`config.mk`:
```
export PLATFORM = sky130hd
export DESIGN_NAME = v_update_pipe
export DESIGN_NICKNAME = d
export VERILOG_FILES = /design/src/rtl/v_update_pipe.sv
export SDC_FILE = /design/constraint.sdc
export NUM_CORES = 2
export LEC_CHECK = 0
export CAP_MARGIN = 20
export CORE_ASPECT_RATIO = 0.5
export CORE_MARGIN = 2
export CORE_UTILIZATION = 55
export DETAILED_ROUTE_END_ITERATION = 8
export PLACE_DENSITY = 0.87
export SLEW_MARGIN = 20
export SYNTH_ARGS = -nofsm -noshare
export SYNTH_HDL_FRONTEND = slang
export SYNTH_SLANG_ARGS = --single-unit
export TNS_END_PERCENT = 50
```
`constraint.sdc`:
```
create_clock -name clk -period 5.75 [get_ports clk]
set_input_delay 0.8625 -clock clk [delete_from_list [all_inputs] [get_ports clk]]
set_output_delay 0.8625 -clock clk [all_outputs]
set_load 0.01 [all_outputs]
```
`src/rtl/v_update_pipe.sv`:
```
// Sorted key/value table writer: CLEAR / INSERT / DELETE applied to a flop-held table.
// Latency: command accepted at T, table updated and response valid at T+3 (4 cycles/command with rsp_rdy=1).
// Backpressure: cmd_rdy is low from acceptance until the response handshake; rsp_vld/rsp_status hold while rsp_rdy=0.
//
// Ports:
//   clk, rst                     clock, synchronous active-high reset
//   cmd_vld/cmd_rdy              command handshake; cmd_op/cmd_key/cmd_val are latched on acceptance
//   rsp_vld/rsp_rdy/rsp_status   one status per command (00 OK, 01 REPLACED, 10 NOTFOUND, 11 ERR)
//   tbl_vld_r/key_r/val_r/cnt_r  table image for readers, entries packed at 0..cnt-1 in ascending key order
//   tbl_busy_r                   high while an update is in flight; readers ignore tbl_* while set
module v_update_pipe #(
  parameter int N     = 16,
  parameter int KEY_W = 16,
  parameter int VAL_W = 32,
  parameter int CNT_W = $clog2(N+1)
) (
  input  logic                 clk,
  input  logic                 rst,
  input  logic                 cmd_vld,
  input  logic [1:0]           cmd_op,
  input  logic [KEY_W-1:0]     cmd_key,
  input  logic [VAL_W-1:0]     cmd_val,
  output logic                 cmd_rdy,
  output logic                 rsp_vld,
  output logic [1:0]           rsp_status,
  input  logic                 rsp_rdy,
  output logic [N-1:0]         tbl_vld_r,
  output logic [N*KEY_W-1:0]   tbl_key_r,
  output logic [N*VAL_W-1:0]   tbl_val_r,
  output logic [CNT_W-1:0]     tbl_cnt_r,
  output logic                 tbl_busy_r
);

  localparam logic [1:0] OP_CLEAR  = 2'b00;
  localparam logic [1:0] OP_INSERT = 2'b01;
  localparam logic [1:0] OP_DELETE = 2'b10;

  localparam logic [1:0] ST_OK       = 2'b00;
  localparam logic [1:0] ST_REPLACED = 2'b01;
  localparam logic [1:0] ST_NOTFOUND = 2'b10;
  localparam logic [1:0] ST_ERR      = 2'b11;

  typedef enum logic [1:0] {
    IDLE   = 2'd0,
    SEARCH = 2'd1,
    COMMIT = 2'd2,
    RESP   = 2'd3
  } state_t;

  state_t state;

  // Latched command; the cmd_* inputs are not looked at after acceptance.
  logic [1:0]       op_q;
  logic [KEY_W-1:0] key_q;
  logic [VAL_W-1:0] val_q;

  // Registered search results consumed by COMMIT.
  logic             match_q;
  logic [CNT_W-1:0] m_q;
  logic [CNT_W-1:0] p_q;

  // ---------------------------------------------------------------------------
  // Search: compare the latched key against every valid entry.
  // The loop runs from the top index down so the lowest matching index wins,
  // giving p = first entry whose key exceeds k (or cnt when none does).
  // ---------------------------------------------------------------------------
  logic             s_match;
  logic [CNT_W-1:0] s_m;
  logic [CNT_W-1:0] s_p;

  always_comb begin
    s_match = 1'b0;
    s_m     = '0;
    s_p     = tbl_cnt_r;
    for (int i = N-1; i >= 0; i--) begin
      if (tbl_vld_r[i] && (tbl_key_r[i*KEY_W +: KEY_W] == key_q)) begin
        s_match = 1'b1;
        s_m     = CNT_W'(i);
      end
      if (tbl_vld_r[i] && (tbl_key_r[i*KEY_W +: KEY_W] > key_q)) begin
        s_p = CNT_W'(i);
      end
    end
  end

  // ---------------------------------------------------------------------------
  // Commit: next table image and status from the registered search results.
  // ---------------------------------------------------------------------------
  logic [N-1:0]       n_vld;
  logic [N*KEY_W-1:0] n_key;
  logic [N*VAL_W-1:0] n_val;
  logic [CNT_W-1:0]   n_cnt;
  logic [1:0]         n_status;

  always_comb begin
    n_vld    = tbl_vld_r;
    n_key    = tbl_key_r;
    n_val    = tbl_val_r;
    n_cnt    = tbl_cnt_r;
    n_status = ST_ERR;
    case (op_q)
      OP_CLEAR: begin
        n_vld    = '0;
        n_key    = '0;
        n_val    = '0;
        n_cnt    = '0;
        n_status = ST_OK;
      end

      OP_INSERT: begin
        if (match_q) begin
          // Existing key: overwrite the value in place.
          for (int i = 0; i < N; i++) begin
            if (CNT_W'(i) == m_q) begin
              n_val[i*VAL_W +: VAL_W] = val_q;
            end
          end
          n_status = ST_REPLACED;
        end else if (tbl_cnt_r < CNT_W'(N)) begin
          // Open a hole at p: entries p..cnt-1 move up one slot.
          for (int i = 1; i < N; i++) begin
            if ((CNT_W'(i) > p_q) && (CNT_W'(i) <= tbl_cnt_r)) begin
              n_vld[i]                = tbl_vld_r[i-1];
              n_key[i*KEY_W +: KEY_W] = tbl_key_r[(i-1)*KEY_W +: KEY_W];
              n_val[i*VAL_W +: VAL_W] = tbl_val_r[(i-1)*VAL_W +: VAL_W];
            end
          end
          for (int i = 0; i < N; i++) begin
            if (CNT_W'(i) == p_q) begin
              n_vld[i]                = 1'b1;
              n_key[i*KEY_W +: KEY_W] = key_q;
              n_val[i*VAL_W +: VAL_W] = val_q;
            end
          end
          n_cnt    = tbl_cnt_r + CNT_W'(1);
          n_status = ST_OK;
        end else begin
          n_status = ST_ERR;
        end
      end

      OP_DELETE: begin
        if (match_q) begin
          // Close the hole at m: entries m+1..cnt-1 move down one slot,
          // then the vacated top slot is zeroed.
          for (int i = 0; i < N-1; i++) begin
            if ((CNT_W'(i) >= m_q) && (CNT_W'(i+1) < tbl_cnt_r)) begin
              n_vld[i]                = tbl_vld_r[i+1];
              n_key[i*KEY_W +: KEY_W] = tbl_key_r[(i+1)*KEY_W +: KEY_W];
              n_val[i*VAL_W +: VAL_W] = tbl_val_r[(i+1)*VAL_W +: VAL_W];
            end
          end
          for (int i = 0; i < N; i++) begin
            if (CNT_W'(i) == tbl_cnt_r - CNT_W'(1)) begin
              n_vld[i]                = 1'b0;
              n_key[i*KEY_W +: KEY_W] = '0;
              n_val[i*VAL_W +: VAL_W] = '0;
            end
          end
          n_cnt    = tbl_cnt_r - CNT_W'(1);
          n_status = ST_OK;
        end else begin
          n_status = ST_NOTFOUND;
        end
      end

      default: n_status = ST_ERR;
    endcase
  end

  // ---------------------------------------------------------------------------
  // Control FSM and all registered state.
  // ---------------------------------------------------------------------------
  always_ff @(posedge clk) begin
    if (rst) begin
      state      <= IDLE;
      op_q       <= '0;
      key_q      <= '0;
      val_q      <= '0;
      match_q    <= 1'b0;
      m_q        <= '0;
      p_q        <= '0;
      cmd_rdy    <= 1'b1;
      rsp_vld    <= 1'b0;
      rsp_status <= ST_OK;
      tbl_vld_r  <= '0;
      tbl_key_r  <= '0;
      tbl_val_r  <= '0;
      tbl_cnt_r  <= '0;
      tbl_busy_r <= 1'b0;
    end else begin
      case (state)
        IDLE: begin
          if (cmd_vld && cmd_rdy) begin
            op_q       <= cmd_op;
            key_q      <= cmd_key;
            val_q      <= cmd_val;
            cmd_rdy    <= 1'b0;
            tbl_busy_r <= 1'b1;
            state      <= SEARCH;
          end
        end

        SEARCH: begin
          match_q <= s_match;
          m_q     <= s_m;
          p_q     <= s_p;
          state   <= COMMIT;
        end

        COMMIT: begin
          tbl_vld_r  <= n_vld;
          tbl_key_r  <= n_key;
          tbl_val_r  <= n_val;
          tbl_cnt_r  <= n_cnt;
          rsp_status <= n_status;
          rsp_vld    <= 1'b1;
          tbl_busy_r <= 1'b0;
          state      <= RESP;
        end

        RESP: begin
          if (rsp_rdy) begin
            rsp_vld <= 1'b0;
            cmd_rdy <= 1'b1;
            state   <= IDLE;
          end
        end

        default: state <= IDLE;
      endcase
    end
  end

endmodule

```
After elaboration in Yosys (flattened, before gate mapping)
Cells that the tools add are included.
{ "op_classes": {"addsub": 2, "n_lt_le_gt_ge": 77, "eq_ne": 136, "muxes": 280, "reduce_logical": 110} }
{ "ops": {"columns": ["cell", "n"], "rows": [
  ["2-to-1 mux 32 bit", 78],
  ["2-to-1 mux 512 bit", 3],
  ["case mux 512 bit (3 select lines)", 1],
  ["2-to-1 mux 16 bit", 65],
  ["2-to-1 mux 256 bit", 3],
  ["case mux 256 bit (3 select lines)", 1],
  ["== test 16 bit", 16],
  ["> comparator 16 bit", 16],
  ["AND reduction 7 bit", 32],
  ["2-to-1 mux 5 bit", 34],
  ["!= test 3 bit, second input constant", 48],
  ["== test 4 x 5 -> 1 bit, first input constant", 24],
  ["2-to-1 mux 1 bit", 82],
  ["logical AND 1 bit", 63],
  ["== test 3 x 5 -> 1 bit, first input constant", 12],
  ["!= test 4 bit, second input constant", 15],
  ["case mux 16 bit (3 select lines)", 1],
  ["> comparator 4 x 5 -> 1 bit, first input constant", 8],
  ["<= comparator 4 x 5 -> 1 bit, first input constant", 8],
  ["less-than comparator 4 x 5 -> 1 bit, first input constant", 8],
  [">= comparator 4 x 5 -> 1 bit, first input constant", 7],
  ["== test 2 x 5 -> 1 bit, first input constant", 6],
  [">= comparator 3 x 5 -> 1 bit, first input constant", 4],
  ["> comparator 3 x 5 -> 1 bit, first input constant", 4],
  ["30 further kinds", 66]
]} }
{ "word_totals": {"register_bits": 857, "output_inout_bits": 794, "wordCells": 665} }

Longest topological paths before layout
{ "logic_depth": {"word_depth": 18, "ltp_mapped": 15, "ltp_nobuf": 11} }

Least setup slack after synthesis
OpenSTA, ideal clock, no wires.
{ "synth_path": {"path_kind": "register -> register", "startpoint": "reg key_q[11]", "endpoint": "reg p_q[2]", "t_arrival_ns": 2.838, "required_ns": 5.633, "path_slack_ns": 2.794, "path_stages_with_launch": 13, "path_cell_list": "dfxtp_1 > clkbuf_1 > inv_1 > ha_1 > nand4_1 > or3_1 > nor3_1 > nand2b_1 > nand2b_1 > o311a_1 > nand3_1 > o21bai_1 > a32o_1"} }
{ "synth_between": {"elab_chain_len": 18, "word_cells_on_any_way": 48, "cone_classes": "16 x order compare; 16 x mux; 16 x reduce/logical"} }
{ "synth_lines": {"columns": ["item", "line", "text"], "rows": [
  ["start, declared", "54", "logic [KEY_W-1:0] key_q;"],
  ["start signal, assigned", "196", "key_q <= cmd_key;"],
  ["> comparator 16 bit", "80", "if (tbl_vld_r[i] && (tbl_key_r[i*KEY_W +: KEY_W] > key_q)) begin"],
  ["logical AND 1 bit", "80", null],
  ["2-to-1 mux 5 bit (15 in series)", "80", null],
  ["2-to-1 mux 5 bit (*)", "80", null],
  ["end signal, assigned", "207", "p_q <= s_p;"],
  ["end, declared", "60", "logic [CNT_W-1:0] p_q;"]
]} }
Every way passes the cells marked *; elsewhere a longest branch is shown, timed or not.
A chain may end at the register's enable or synchronous reset.

Worst setup path after layout
{ "layout_path": {"startpoint": "reg tbl_cnt_r[0]", "endpoint": "reg tbl_val_r[84]"} }
{ "layout_between": {"elab_chain_len": 5, "word_cells_on_any_way": 14, "cone_classes": "1 x add/sub; 3 x order compare; 4 x eq/ne; 3 x mux; 3 x reduce/logical"} }
{ "layout_lines": {"columns": ["item", "line", "text"], "rows": [
  ["start, declared", "30", "output logic [CNT_W-1:0] tbl_cnt_r,"],
  ["start signal, assigned", "215", "tbl_cnt_r <= n_cnt;"],
  ["subtractor 5 x 1 -> 5 bit", "154", "if (CNT_W'(i) == tbl_cnt_r - CNT_W'(1)) begin"],
  ["== test 2 x 5 -> 1 bit", "154", null],
  ["2-to-1 mux 32 bit", "154", null],
  ["2-to-1 mux 512 bit", "143", "if (match_q) begin"],
  ["case mux 512 bit (3 select lines)", "101", "case (op_q)"],
  ["end signal, assigned", "214", "tbl_val_r <= n_val;"],
  ["end, declared", "29", "output logic [N*VAL_W-1:0] tbl_val_r,"]
]} }
Several ways; a longest one is shown, not always the timed one. The select of a mux whose other input is x is not followed.

==> impl_metrics.csv <==
group,metric,value,unit
critical_path,timing.reg2reg.setup_slack,1.65,ns
synthesis,synth-async-reset-ratio,0,
clock_tree,path_clk_slew,0.07,ns
synthesis,synth_fa_ha_area_frac,0.0633,
floorplan,initial_core_util,0.556,
clock_tree,cts_made_buffers,80,
synthesis,ys_ff_latch,856,
outcome,status,"complete, no violations",
synthesis,postSynthAreaPerCell,7.81,sq um
synthesis,number_of_enable_type_register_cells_in_the_synthesized_netlist,0,
place,gp_congestion,1.02,
synthesis,post_synthesis_net_count,7134,
synthesis,syn_inst,6811,
synthesis,synth.distinct_cells,78,
critical_path,endpoint_class_of_the_critical_path,"flop",
synthesis,postSynth.topFlopCell,"sky130_fd_sc_hd__dfxtp_1",
floorplan,die_y,224,um
synthesis,synth_compound_area_frac,0.240,
sta,rsz0062_at_grt,"no",
final_layout,drive_gt1_frac,0.114,
critical_path,timing.critical_path.cells,"inv_1 > ha_1 > inv_1 > nor3_1 > a31oi_1 > o21a_2 > buf_4 > o41ai_2 > o2111ai_4 > buf_4 > nor3_1 > a21oi_1 > nor2_1",
clock_tree,htree_num_levels,3,
grt,grt.overflow.total,0,
job,max_cap_viol_count,0,
synthesis,synth_xor_xnor_area_share,0.00120,
power_and_ir_drop,vdd.ir_drop.worst,0.000285,V
floorplan,boundaryPins,848,
critical_path,critical_path.max_fanout,64,
min_path,hold_path_end,"key_q[0]",
routing,drt_first_iter_violations,8912,
clock_tree,clock-root-buffer,"sky130_fd_sc_hd__clkbuf_16",
routing,post_drt_via_cell_ratio,6.90,
critical_path,critPathTopFamily,"buffers and inverters",
clock_tree,clock_latency,0.73,ns
min_path,hold_depth,2,
sta,final-setup-viol-count,0,
sta,min_period_over_period,0.713,
final_layout,area_growth_syn_to_layout,21.7,%
clock_tree,clockBufferDepth,3,
floorplan,floorplan.die.width,444,um
power_and_ir_drop,leakage,22.4,nW
critical_path,critPathBufInv,4,
sta,finalHoldViolations,0,
sta,hold-worst-slack,0.464,ns
sta,post-route-min-period,4.10,ns
critical_path,worstReg2RegStart,"tbl_cnt_r[0]",
floorplan,core_area,95600,sq um
place,i_o_buffers,847,
floorplan,fp.dieArea,99300,sq um
grt,first_global_vias,52700,
final_layout,num-nets-final,7525,
routing,detail_route.wl_per_cell,26.8,um
routing,route.final.wire_length,229,mm
critical_path,worst_r2r_path_depth,13,
clock_tree,post-cts-setup-buffer-count,0,
critical_path,critical_path.max_stage_delay,0.64,ns
sta,final.setup.tns,0,ns
synthesis,synth_simple_gate_area_frac,0.194,
power_and_ir_drop,power-per-cell-area,292,nW/um^2
routing,route.antenna.remaining_nets,0,
min_path,hold_class,"flop to flop",
critical_path,timing.setup.critical_path_class,"flop to flop",
synthesis,post-synth-top-area-fraction,0.322,
synthesis,synth_top_family_by_area,"compound AO/OA/AOI/OAI gates",
clock_tree,cts_sinks,856,
critical_path,cpMaxStageDelayCell,"sky130_fd_sc_hd__dfxtp_1",
final_layout,fin_util,0.677,
routing,drt_pre_antenna_iters,8,
synthesis,proportion_of_synthesized_area_in_mux_cells,0.123,
clock_tree,cts_tree,"done",
critical_path,reg2reg_to,"tbl_val_r[84]",
floorplan,floorplan.rows,80,
sta,slew_violations,0,
min_path,hp-start,"key_q[0]",
clock_tree,number_of_cells_upsized_or_downsized_after_cts,0,
grt,wire_length_of_the_first_global_routing_pass,336,mm
grt,largest_net_degree_at_the_start_of_global_routing,213,
grt,initial_antenna_violation_count,3,
grt,gr-usage-all-layers,0.433,
routing,detailroute.via_count,58900,
sta,fin_worst_skew,0.0306,ns
clock_tree,cts_hold_repair.buffers,0,
sta,worst-slew-pin-transition,1.24,ns
synthesis,netlist_top_cells_area,"sky130_fd_sc_hd__dfxtp_1 (32%), sky130_fd_sc_hd__mux2_2 (9.7%), sky130_fd_sc_hd__a21oi_1 (9.6%)",
routing,route.detailed.drc,0,
synthesis,synthesis.yosys.warnings,0,
critical_path,critPathRequiredTime,6.33,ns
synthesis,yosysTopAreaCell,"sky130_fd_sc_hd__dfxtp_1",
synthesis,syn_std_cell_area,53200,sq um
critical_path,critPathLaunchType,"flop",
sta,clock.fmax,244,MHz
sta,relSlewSlack,0.171,
place,place.detailed.hpwl,154,mm
synthesis,synth.yosys.seq_area_share,0.322,
critical_path,crit_arrival,4.68,ns
[metal layers]
metal | wire length (um) | up-vias | GRT usage
li1 | - | 25700 | -
met1 | 81000 | 27700 | 0.521
met2 | 97500 | 4345 | 0.654
met3 | 27400 | 1187 | 0.116
met4 | 22700 | 2 | 0.348
met5 | 61 | - | 0
[sequential cells by signal, indices dropped and copies added, names as in the netlist]
register    count
tbl_val_r     512
tbl_key_r     256
val_q          32
key_q          16
tbl_vld_r      16
p_q             5
tbl_cnt_r       5
m_q             4
op_q            2
rsp_status      2
state           2
cmd_rdy         1
match_q         1
rsp_vld         1
tbl_busy_r      1
[cell usage after synthesis (4+ instances only)]
master                      number
sky130_fd_sc_hd__a21oi_1      1023
sky130_fd_sc_hd__nor2_1        911
sky130_fd_sc_hd__dfxtp_1       856
sky130_fd_sc_hd__nor3_1        765
sky130_fd_sc_hd__a22oi_1       662
sky130_fd_sc_hd__clkbuf_1      497
sky130_fd_sc_hd__mux2_2        460
sky130_fd_sc_hd__nand2_1       356
sky130_fd_sc_hd__ha_1          269
sky130_fd_sc_hd__o21ai_0       174
sky130_fd_sc_hd__buf_2         138
sky130_fd_sc_hd__mux2i_1       100
sky130_fd_sc_hd__inv_1          61
sky130_fd_sc_hd__nand3_1        58
sky130_fd_sc_hd__nand4_1        46
sky130_fd_sc_hd__o21a_1         38
sky130_fd_sc_hd__nor3_2         36
sky130_fd_sc_hd__mux2_1         32
sky130_fd_sc_hd__a21o_1         29
sky130_fd_sc_hd__nor2b_1        27
sky130_fd_sc_hd__nand2b_1       21
sky130_fd_sc_hd__a211oi_1       20
sky130_fd_sc_hd__o211ai_1       19
sky130_fd_sc_hd__buf_1          18
sky130_fd_sc_hd__o21ai_1        14
sky130_fd_sc_hd__o2111ai_2      11
sky130_fd_sc_hd__o31ai_1        11
sky130_fd_sc_hd__or3_1          11
sky130_fd_sc_hd__a2111oi_0       8
sky130_fd_sc_hd__a211o_1         8
sky130_fd_sc_hd__a31oi_1         8
sky130_fd_sc_hd__and2_1          7
sky130_fd_sc_hd__and3_1          7
sky130_fd_sc_hd__buf_4           7
sky130_fd_sc_hd__buf_6           7
sky130_fd_sc_hd__nor4_1          6
sky130_fd_sc_hd__a21boi_0        5
sky130_fd_sc_hd__o21bai_1        5
sky130_fd_sc_hd__a221o_1         4
sky130_fd_sc_hd__nand3b_1        4
sky130_fd_sc_hd__nor2_2          4
sky130_fd_sc_hd__o221ai_1        4
sky130_fd_sc_hd__o22ai_1         4
sky130_fd_sc_hd__or2_1           4
[worst max path at each step]
stage	from	end	slack, ns	cells past startpoint
2_1_floorplan	key_q[11]	p_q[2]	2.79	12
3_3_place_gp	tbl_cnt_r[1]	tbl_val_r[83]	1.89	13
3_5_place_dp	tbl_cnt_r[1]	tbl_val_r[85]	1.80	13
4_1_cts	tbl_cnt_r[1]	tbl_val_r[85]	1.79	13
5_1_grt	tbl_cnt_r[1]	tbl_val_r[66]	1.43	13
6_report	tbl_cnt_r[0]	tbl_val_r[84]	1.65	13
[report_power, final]
group          total, mW  internal (mW)  switching (mW)
Combinational       6.87           1.69            5.18
Clock               5.68           3.09            2.59
Sequential          6.36           6.02           0.336
[cells by family (layout without fill, tap and decap cells)]
kind of cell,after synthesis,after routing
and+or+nand+nor,2283,2283
adders and majority gates,269,269
muxes,592,592
AOI/OAI and AO/OA,2079,2079
buffers and inverters,729,1183
xor gates and xnor gates,3,3
DFF,856,856
other,0,4
[worst min-delay path: stages (launching register included)]
cell and delay (ns):
sky130_fd_sc_hd__dfxtp_1 0.31, sky130_fd_sc_hd__nand2_1 0.05, sky130_fd_sc_hd__a21oi_1 0.05
[placed cells by master (no fill, tap or decap), types with 21 or more instances in the layout]
cell / instances
sky130_fd_sc_hd__a21oi_1: 1018
sky130_fd_sc_hd__nor3_2: 38
sky130_fd_sc_hd__inv_1: 60
sky130_fd_sc_hd__nor2b_1: 27
sky130_fd_sc_hd__nand4_1: 46
sky130_fd_sc_hd__ha_1: 267
sky130_fd_sc_hd__o21ai_0: 174
sky130_fd_sc_hd__nor2_1: 901
sky130_fd_sc_hd__nor3_1: 763
sky130_fd_sc_hd__mux2_2: 460
sky130_fd_sc_hd__o21a_1: 23
sky130_fd_sc_hd__mux2i_1: 100
sky130_fd_sc_hd__dfxtp_1: 855
sky130_fd_sc_hd__a21o_1: 29
sky130_fd_sc_hd__clkbuf_1: 21
sky130_fd_sc_hd__a22oi_1: 662
sky130_fd_sc_hd__nand2_1: 355
sky130_fd_sc_hd__buf_4: 114
sky130_fd_sc_hd__clkdlybuf4s50_1: 846
sky130_fd_sc_hd__nand3_1: 57
sky130_fd_sc_hd__clkbuf_16: 82
sky130_fd_sc_hd__mux2_1: 32
[per-stage QoR]
step                      instance area (sq um)  cells  power (mW)  worst slack (ns)
final                                     64700   8540        18.9              1.65
after global routing                      64700   8538        19.4              1.43
after CTS                                 64500   8529        18.5              1.79
after detailed placement                  61800   8384        12.9              1.80
after global placement                    61800   8383        12.8              1.89
after floorplan                           53200   6811        10.9              2.79
[layout make-up]
| class | count | area, sq um |
|---|---|---|
| multi-input combinational | 5226 | 33400 |
| timing repair buffer | 976 | 9680 |
| clock inverter | 25 | 315 |
| inverter | 62 | 234 |
| antenna | 4 | 10.0 |
| tap | 1271 | 1590 |
| fill | 7698 | 30900 |
| clock buffer | 120 | 2360 |
| sequential | 856 | 17100 |
Power figures use the tool's default switching activity.
